## config.mk

```make
export PLATFORM = sky130hd
export DESIGN_NAME = sl_cmd_decoder
export DESIGN_NICKNAME = d
export VERILOG_FILES = /design/src/rtl/sl_cmd_decoder.sv
export SDC_FILE = /design/constraint.sdc
export NUM_CORES = 1
export LEC_CHECK = 0
export ABC_CLOCK_PERIOD_IN_PS = 7600
export BUFFER_PORTS_ARGS = -buffer_cell sky130_fd_sc_hd__buf_2
export CORE_ASPECT_RATIO = 1.4
export CORE_UTILIZATION = 48
export DETAILED_ROUTE_END_ITERATION = 10
export GPL_ROUTABILITY_DRIVEN = 0
export HOLD_SLACK_MARGIN = 0.02
export PLACE_DENSITY = 0.85
export SYNTH_ARGS = -nofsm -noshare
export SYNTH_HDL_FRONTEND = slang
export SYNTH_SLANG_ARGS = --single-unit
```

## constraint.sdc

```tcl
create_clock -name pclk -period 7.6 [get_ports pclk]
set_clock_uncertainty 0.1 [all_clocks]
set_input_delay 1.52 -clock pclk [delete_from_list [all_inputs] [get_ports pclk]]
set_output_delay 1.52 -clock pclk [all_outputs]
set_load 0.1 [all_outputs]
```

## src/rtl/sl_cmd_decoder.sv

```systemverilog
// sl_cmd_decoder: consumer side of the APB command path.
// Pops {modifier,data} words from the command FIFO, updates the config,
// channel and status registers, forwards DATA words to the SL transmitter
// and pushes echoes, received words and status words into the response FIFO.
// All FIFO strobes are registered, so every strobe is high for exactly one
// cycle and lines up with the word it qualifies.
module sl_cmd_decoder #(
  parameter int         CFG_WIDTH   = 16,
  parameter int         CHAN_WIDTH  = 2,
  parameter logic [1:0] MOD_CONFIG  = 2'd0,
  parameter logic [1:0] MOD_DATA    = 2'd1,
  parameter logic [1:0] MOD_STATUS  = 2'd2,
  parameter logic [1:0] MOD_CHANNEL = 2'd3
) (
  input  logic                  pclk,
  input  logic                  preset_n,
  // command FIFO (show-ahead read side)
  input  logic                  cmd_fifo_empty,
  input  logic [33:0]           cmd_fifo_data,
  output logic                  cmd_fifo_inc,
  // response FIFO (write side)
  input  logic                  rsp_fifo_full,
  output logic [33:0]           rsp_fifo_data,
  output logic                  rsp_fifo_inc,
  // SL transmitter
  output logic [31:0]           tx_data,
  output logic                  tx_valid,
  input  logic                  tx_ready,
  // SL receiver
  input  logic [31:0]           rx_data,
  input  logic                  rx_valid,
  input  logic                  rx_err,
  // register views
  output logic [CFG_WIDTH-1:0]  cfg_out,
  output logic [CHAN_WIDTH-1:0] chan_out
);

  localparam logic [1:0] S_IDLE    = 2'd0;
  localparam logic [1:0] S_DECODE  = 2'd1;
  localparam logic [1:0] S_TX_WAIT = 2'd2;
  localparam logic [1:0] S_ECHO    = 2'd3;

  logic [1:0]            state;
  logic [33:0]           cmd_r;
  logic [CFG_WIDTH-1:0]  cfg_r;
  logic [CHAN_WIDTH-1:0] chan_r;

  // status sticky bits and the "report me" flag
  logic                  rx_ovf_r;
  logic                  rx_err_r;
  logic                  status_dirty;

  // single-entry receive buffer
  logic [31:0]           rx_buf;
  logic                  rx_full;

  // decisions made this cycle
  logic                  in_idle;
  logic                  rsp_ok;
  logic                  drain_rx;
  logic                  push_status;
  logic                  pop_cmd;
  logic                  w1c;
  logic                  ovf_set;
  logic                  ovf_nxt;
  logic                  err_nxt;
  logic                  dirty_set;
  logic [7:0]            status_vec;

  // Status byte: b0 overflow, b1 rx error, b2 transmitter busy, rest zero.
  function automatic logic [7:0] status_byte(input logic busy,
                                             input logic err,
                                             input logic ovf);
    return {5'd0, busy, err, ovf};
  endfunction

  // Echo payload for a register-update command, zero-extended to 32 bits.
  function automatic logic [31:0] echo_word(input logic [1:0]            mod,
                                            input logic [CFG_WIDTH-1:0]  cfg,
                                            input logic [CHAN_WIDTH-1:0] chan,
                                            input logic [7:0]            status);
    logic [31:0] w;
    w = 32'd0;
    if (mod == MOD_CONFIG) begin
      w = 32'(cfg);
    end else if (mod == MOD_CHANNEL) begin
      w = 32'(chan);
    end else if (mod == MOD_STATUS) begin
      w = {24'd0, status};
    end
    return w;
  endfunction

  assign cfg_out    = cfg_r;
  assign chan_out   = chan_r;
  assign status_vec = status_byte(tx_valid, rx_err_r, rx_ovf_r);

  // Arbitrate the single IDLE action and work out next sticky/dirty values.
  // A push issued last cycle has not yet reached the full flag, so a push is
  // never issued back-to-back; this keeps the last free slot from being
  // written twice.
  always_comb begin
    in_idle     = (state == S_IDLE);
    rsp_ok      = !rsp_fifo_full && !rsp_fifo_inc;
    drain_rx    = in_idle && rx_full && rsp_ok;
    push_status = in_idle && !rx_full && status_dirty && rsp_ok;
    pop_cmd     = in_idle && !drain_rx && !push_status && !cmd_fifo_empty;
    w1c         = (state == S_DECODE) && (cmd_r[33:32] == MOD_STATUS);
    ovf_set     = rx_valid && rx_full && !drain_rx;
    // a set in the same cycle as a write-1-to-clear wins
    ovf_nxt     = ovf_set || (rx_ovf_r && !(w1c && cmd_r[0]));
    err_nxt     = rx_err  || (rx_err_r && !(w1c && cmd_r[1]));
    dirty_set   = (ovf_set && !rx_ovf_r) || (rx_err && !rx_err_r);
  end

  // Command FSM: pop, decode, transmit handshake and echo push.
  always_ff @(posedge pclk) begin
    if (!preset_n) begin
      state         <= S_IDLE;
      cfg_r         <= '0;
      chan_r        <= '0;
      tx_data       <= 32'd0;
      tx_valid      <= 1'b0;
      cmd_fifo_inc  <= 1'b0;
      rsp_fifo_inc  <= 1'b0;
      rsp_fifo_data <= 34'd0;
    end else begin
      cmd_fifo_inc <= 1'b0;
      rsp_fifo_inc <= 1'b0;
      case (state)
        S_IDLE: begin
          if (drain_rx) begin
            rsp_fifo_inc  <= 1'b1;
            rsp_fifo_data <= {MOD_DATA, rx_buf};
          end else if (push_status) begin
            rsp_fifo_inc  <= 1'b1;
            rsp_fifo_data <= {MOD_STATUS, 24'd0, status_vec};
          end else if (pop_cmd) begin
            cmd_fifo_inc  <= 1'b1;
            state         <= S_DECODE;
          end
        end
        S_DECODE: begin
          if (cmd_r[33:32] == MOD_CONFIG) begin
            cfg_r <= cmd_r[CFG_WIDTH-1:0];
            state <= S_ECHO;
          end else if (cmd_r[33:32] == MOD_CHANNEL) begin
            chan_r <= cmd_r[CHAN_WIDTH-1:0];
            state  <= S_ECHO;
          end else if (cmd_r[33:32] == MOD_STATUS) begin
            // sticky bits themselves are cleared in the status block
            state <= S_ECHO;
          end else begin
            tx_data  <= cmd_r[31:0];
            tx_valid <= 1'b1;
            state    <= S_TX_WAIT;
          end
        end
        S_TX_WAIT: begin
          if (tx_ready) begin
            tx_valid <= 1'b0;
            state    <= S_IDLE;
          end
        end
        S_ECHO: begin
          if (rsp_ok) begin
            rsp_fifo_inc  <= 1'b1;
            rsp_fifo_data <= {cmd_r[33:32],
                              echo_word(cmd_r[33:32], cfg_r, chan_r, status_vec)};
            state         <= S_IDLE;
          end
        end
        default: state <= S_IDLE;
      endcase
    end
  end

  // Latch the command head word at the pop; held until the next pop.
  always_ff @(posedge pclk) begin
    if (pop_cmd) begin
      cmd_r <= cmd_fifo_data;
    end
  end

  // Sticky status bits, dirty flag and receive-buffer occupancy.
  always_ff @(posedge pclk) begin
    if (!preset_n) begin
      rx_ovf_r     <= 1'b0;
      rx_err_r     <= 1'b0;
      status_dirty <= 1'b0;
      rx_full      <= 1'b0;
    end else begin
      rx_ovf_r <= ovf_nxt;
      rx_err_r <= err_nxt;
      // a fresh set must still be reported even if a status push goes out now
      if (dirty_set) begin
        status_dirty <= 1'b1;
      end else if (push_status) begin
        status_dirty <= 1'b0;
      end
      if (rx_valid && (!rx_full || drain_rx)) begin
        rx_full <= 1'b1;
      end else if (drain_rx) begin
        rx_full <= 1'b0;
      end
    end
  end

  // Receive-buffer payload: captured when empty or being drained this cycle.
  always_ff @(posedge pclk) begin
    if (rx_valid && (!rx_full || drain_rx)) begin
      rx_buf <= rx_data;
    end
  end

endmodule
```

Word level (Yosys, flattened, before mapping)
Index checks and enable logic that the tools add are counted.
{ "op_classes": {"reduce_logical": 46, "bitwise_logic": 5, "n_mux": 30, "eq_ne": 14} }
{ "op_table": {"columns": ["operator", "count"], "rows": [
  ["two-way mux 34 bit", 3],
  ["one-hot mux 34 bit (2 select lines)", 1],
  ["logical AND 1 bit", 19],
  ["two-way mux 16 bit", 1],
  ["two-way mux 1 bit", 15],
  ["inequality test 2 bit (second input constant)", 7],
  ["logical NOT 1 bit", 10],
  ["two-way mux 2 bit", 5],
  ["AND reduction 5 bit", 2],
  ["equality test 2 bit (second input constant)", 4],
  ["one-hot mux 2 bit (4 select lines)", 1],
  ["nonzero test 2 bit", 4],
  ["two-way mux 3 bit", 2],
  ["AND reduction 3 bit", 2],
  ["NOT 1 bit", 5],
  ["logical NOT 2 bit", 2],
  ["logical OR 1 bit", 4],
  ["one-hot mux 1 bit (2 select lines)", 2],
  ["AND reduction 4 bit", 1],
  ["OR reduction 4 bit", 1],
  ["inequality test 3 x 1 -> 1 bit (second input constant)", 1],
  ["equality test 2 x 1 -> 1 bit (second input constant)", 1],
  ["inequality test 2 x 1 -> 1 bit (second input constant)", 1],
  ["AND reduction 2 bit", 1]
]} }
{ "totals": {"ff_bits": 159, "input_bits": 73, "out_inout_bits": 87} }

Depth between registers and ports, before layout
{ "logic_depth": {"depth_word": 11, "mapped_depth": 8, "mapped_depth_nobuf": 6} }

Worst setup path after synthesis
Ideal clock, no wire load.
{ "synth_timing": {"path_type": "input-to-reg", "from": "input port rsp_fifo_full", "to": "register rx_buf[0], enable pin", "setup_time_ps": 471, "t_arrival_ps": 4397, "stages": 3, "slack_ps": 2632, "required_time_ps": 7029, "path_cell_list": "or3b_1 buf_6 a21boi_0"} }
{ "synth_between": {"elab_chain_len": 5} }
{ "synth_rtl": {"columns": ["item", "line_no", "rtl"], "rows": [
  ["from (decl)", "22", "input logic rsp_fifo_full,"],
  ["logical NOT 1 bit", "104", "rsp_ok = !rsp_fifo_full && !rsp_fifo_inc;"],
  ["logical AND 1 bit", "104", null],
  ["logical AND 1 bit", "105", "drain_rx = in_idle && rx_full && rsp_ok;"],
  ["logical OR 1 bit", "211", "if (rx_valid && (!rx_full || drain_rx)) begin"],
  ["logical AND 1 bit", "211", null],
  ["to (signal assigned)", "212", "rx_buf <= rx_data;"],
  ["to (decl)", "54", "logic [31:0] rx_buf;"]
]} }
No other way between the ends.
A chain may end at the register's enable or synchronous reset.

Worst setup path in the final report
{ "layout_timing": {"from": "input port rsp_fifo_full", "to": "register rx_buf[3], enable pin"} }
Same word-level chain as after synthesis.

==> reports/results.ini <==
[worst_setup_path]
crit_buf_inv = 1
slowest_delay_ns = 0.90
crit_slowest_cell = a21boi_4
cp_top_family = compound AO/OA/AOI/OAI gates
cp-start-kind = input port
critPathKind = input port to register
crit_path_cell_trace = buf_2 > or3b_1 > a21boi_4
critPathRequiredTime_ns = 7.51
critPathMaxFanout = 32
cp-end-kind = register
worstPathArrival_ns = 3.06

[logic_synthesis]
synth_xor_area_share_pct = 0
synthAdderAreaFrac_pct = 1.74
synthSimpleGateAreaFrac_pct = 13.8
synth_top_family_by_area = simple AND/OR/NAND/NOR gates
synth.area.top_cells = edfxtp_1 (34%), dfxtp_1 (32%), nand2_1 (7.8%)
yosys.area.top_type = edfxtp_1
ys_types = 44
ys_warn_count = 0
ys_async_sr_fraction_pct = 0
seq_area_frac_synth_pct = 66.7
muxShareOfSynthArea_pct = 1.04
synthCells = 517
synth_fp_nets = 598
avgSynthCellArea_um2 = 11.1
synth_ff_type = dfxtp_1
synth_most_common_cell = nand2_1
synth-edff-count = 66
synth-seq-cells = 159
synth-compound-area-share_pct = 13.0
syn_area_um2 = 5760
yosys-top-cells-count = nand2_1 (120), dfxtp_1 (93), edfxtp_1 (66)
yosys.area.top_type_share_pct = 34.4

[clocking]
cts-resized-gates = 0
tritoncts = yes
htreeDepth = 4
clk_latency_ns = 0.40
path_clk_slew_ns = 0.06
postCtsHoldBufs = 0
clock_sinks = 159
cts_root_buf = clkbuf_16
clockBufferDepth = 2
cts_made_buffers = 17
post_cts_buffers = 0

[cells_and_area]
synthToLayoutAreaGrowth_pct = 24.7
nets = 748
diodes = 0
post-route-cell-area_um2 = 7180
fill_cells = 980
layout-drive-gt1-share_pct = 31.8

[timing]
setup_viol_count_final = 0
fmax_ghz = 0.318
slew_viol_final = 0
slew_headroom_pct = 25.9
period_share_pct = 41.4
finalSetupTns_ns = 0
tightest_slew_ns = 1.11
rsz0062_at_grt = no
hold_violations = 0
fin_crit_ns = 3.14

[power]
ir_drop_mv = 0.213
cellLeakagePower_nw = 2.93
powerDensity_nw_per_um2 = 432

[global_route]
grt_pass1_wl_mm = 21.6
grt_usage_pct = 22.7
antenna_found_initial = 0
overflow = 0
grt_max_degree = 76
grt_pass1_vias = 4385

[placed_design]
port_buffers = 159
dpl.hpwl_mm = 9.35
dpl_cell_area_um2 = 6640

[detailed_routing]
post_drt_wl_per_cell_um = 16.4
ant_nets = 0
post_drt_via_cell_ratio = 5.30
drc = 0
vias = 4380
drtPass1Iterations = 6
drt_iter0_drc = 305
wirelength_mm = 13.6

[floorplanning]
core_um2 = 11800
ioPinCount = 160
num_rows = 47
start_util_pct = 49.0
die_y_um = 132
die-area_um2 = 12400
die_w_um = 94.6

[outcome]
outcome = finished, final reports clean

[hold_path]
hp-class = register to register

[job]
drv_cap = 0

==> flip-flops by register name, summed over array words and instances, names as in the netlist <==
| register | count |
|---|---|
| cfg_out | 16 |
| chan_out | 2 |
| cmd_fifo_inc | 1 |
| cmd_r | 34 |
| rsp_fifo_data | 34 |
| rsp_fifo_inc | 1 |
| rx_buf | 32 |
| rx_err_r | 1 |
| rx_full | 1 |
| rx_ovf_r | 1 |
| state | 2 |
| status_dirty | 1 |
| tx_data | 32 |
| tx_valid | 1 |
==> cell families after synthesis <==
family / count (synthesis)
simple gates: 177
flops: 159
compound gates: 122
buf+inv: 45
fa+ha+maj: 8
mux: 6
==> final timing paths <==
check / from / endpoint / slack, ns / cells past startpoint
worst min-delay path: tx_data[9] / tx_data[9] / 0.35 / 2
worst max register to register: state[1] / rx_buf[3] / 4.99 / 4
worst min register to register: tx_data[9] / tx_data[9] / 0.35 / 2
worst max-delay path: rsp_fifo_full / rx_buf[3] / 4.46 / 3
==> per-stage QoR <==
step                worst slack (ns)  hold WS (ns)  util [%]  cells  power, mW
finish                          4.46         0.355      61.1    827       3.10
floorplan                       2.63         0.368         -    517       2.13
global route                    4.35         0.368      61.1    827       3.24
CTS                             4.44         0.354      61.1    827       3.13
detailed placement              4.02         0.345      56.4    795       2.35
global placement                4.11         0.341      56.4    795       2.32
==> placed cells by master, fill, tap and decap left out, types with 2 or more instances in the layout <==
cell type and n:
a21oi_1 64, a21oi_2 6, a221oi_1 15, a31oi_1 3, buf_2 159, buf_4 6
clkbuf_1 3, clkbuf_16 17, clkinv_2 3, clkinvlp_4 5, dfxtp_1 93, edfxtp_1 66
ha_1 8, inv_1 10, mux2i_1 6, nand2_1 120, nand3_1 10, nand3_2 8
nand3b_1 2, nor2_1 22, nor2b_1 2, nor3_1 3, o211a_1 2, o21ai_0 19
o221ai_1 2
==> routing by layer <==
layer | GRT usage, % | routed length (µm) | vias up
met5 | 0 | 0 | -
met4 | 12.0 | 258 | 0
met3 | 4.51 | 714 | 16
met2 | 39.3 | 7370 | 150
met1 | 25.9 | 5230 | 2103
li1 | - | - | 2111
==> where the power goes <==
| group | switching (mW) | total (mW) | internal, mW |
|---|---|---|---|
| clock network | 0.315 | 0.772 | 0.457 |
| logic | 0.987 | 1.20 | 0.210 |
| registers | 0.0832 | 1.13 | 1.05 |
==> worst reg2reg max path, stage by stage (launching register included) <==
cell      delay [ns]
dfxtp_1         0.34
inv_1           0.10
ha_1            0.24
or3b_1          0.52
a21boi_4        0.91
==> area by class of cell <==
cell class	instances	area [µm²]	share of cell area, %
Sequential cell	159	3840	53.5
Multi-Input combinational cell	313	1730	24.1
Timing Repair Buffer	165	841	11.7
Clock buffer	21	450	6.27
Tap cell	147	184	2.56
Clock inverter	11	95.1	1.32
Inverter	11	41.3	0.575
Power figures use the tool's default switching activity.
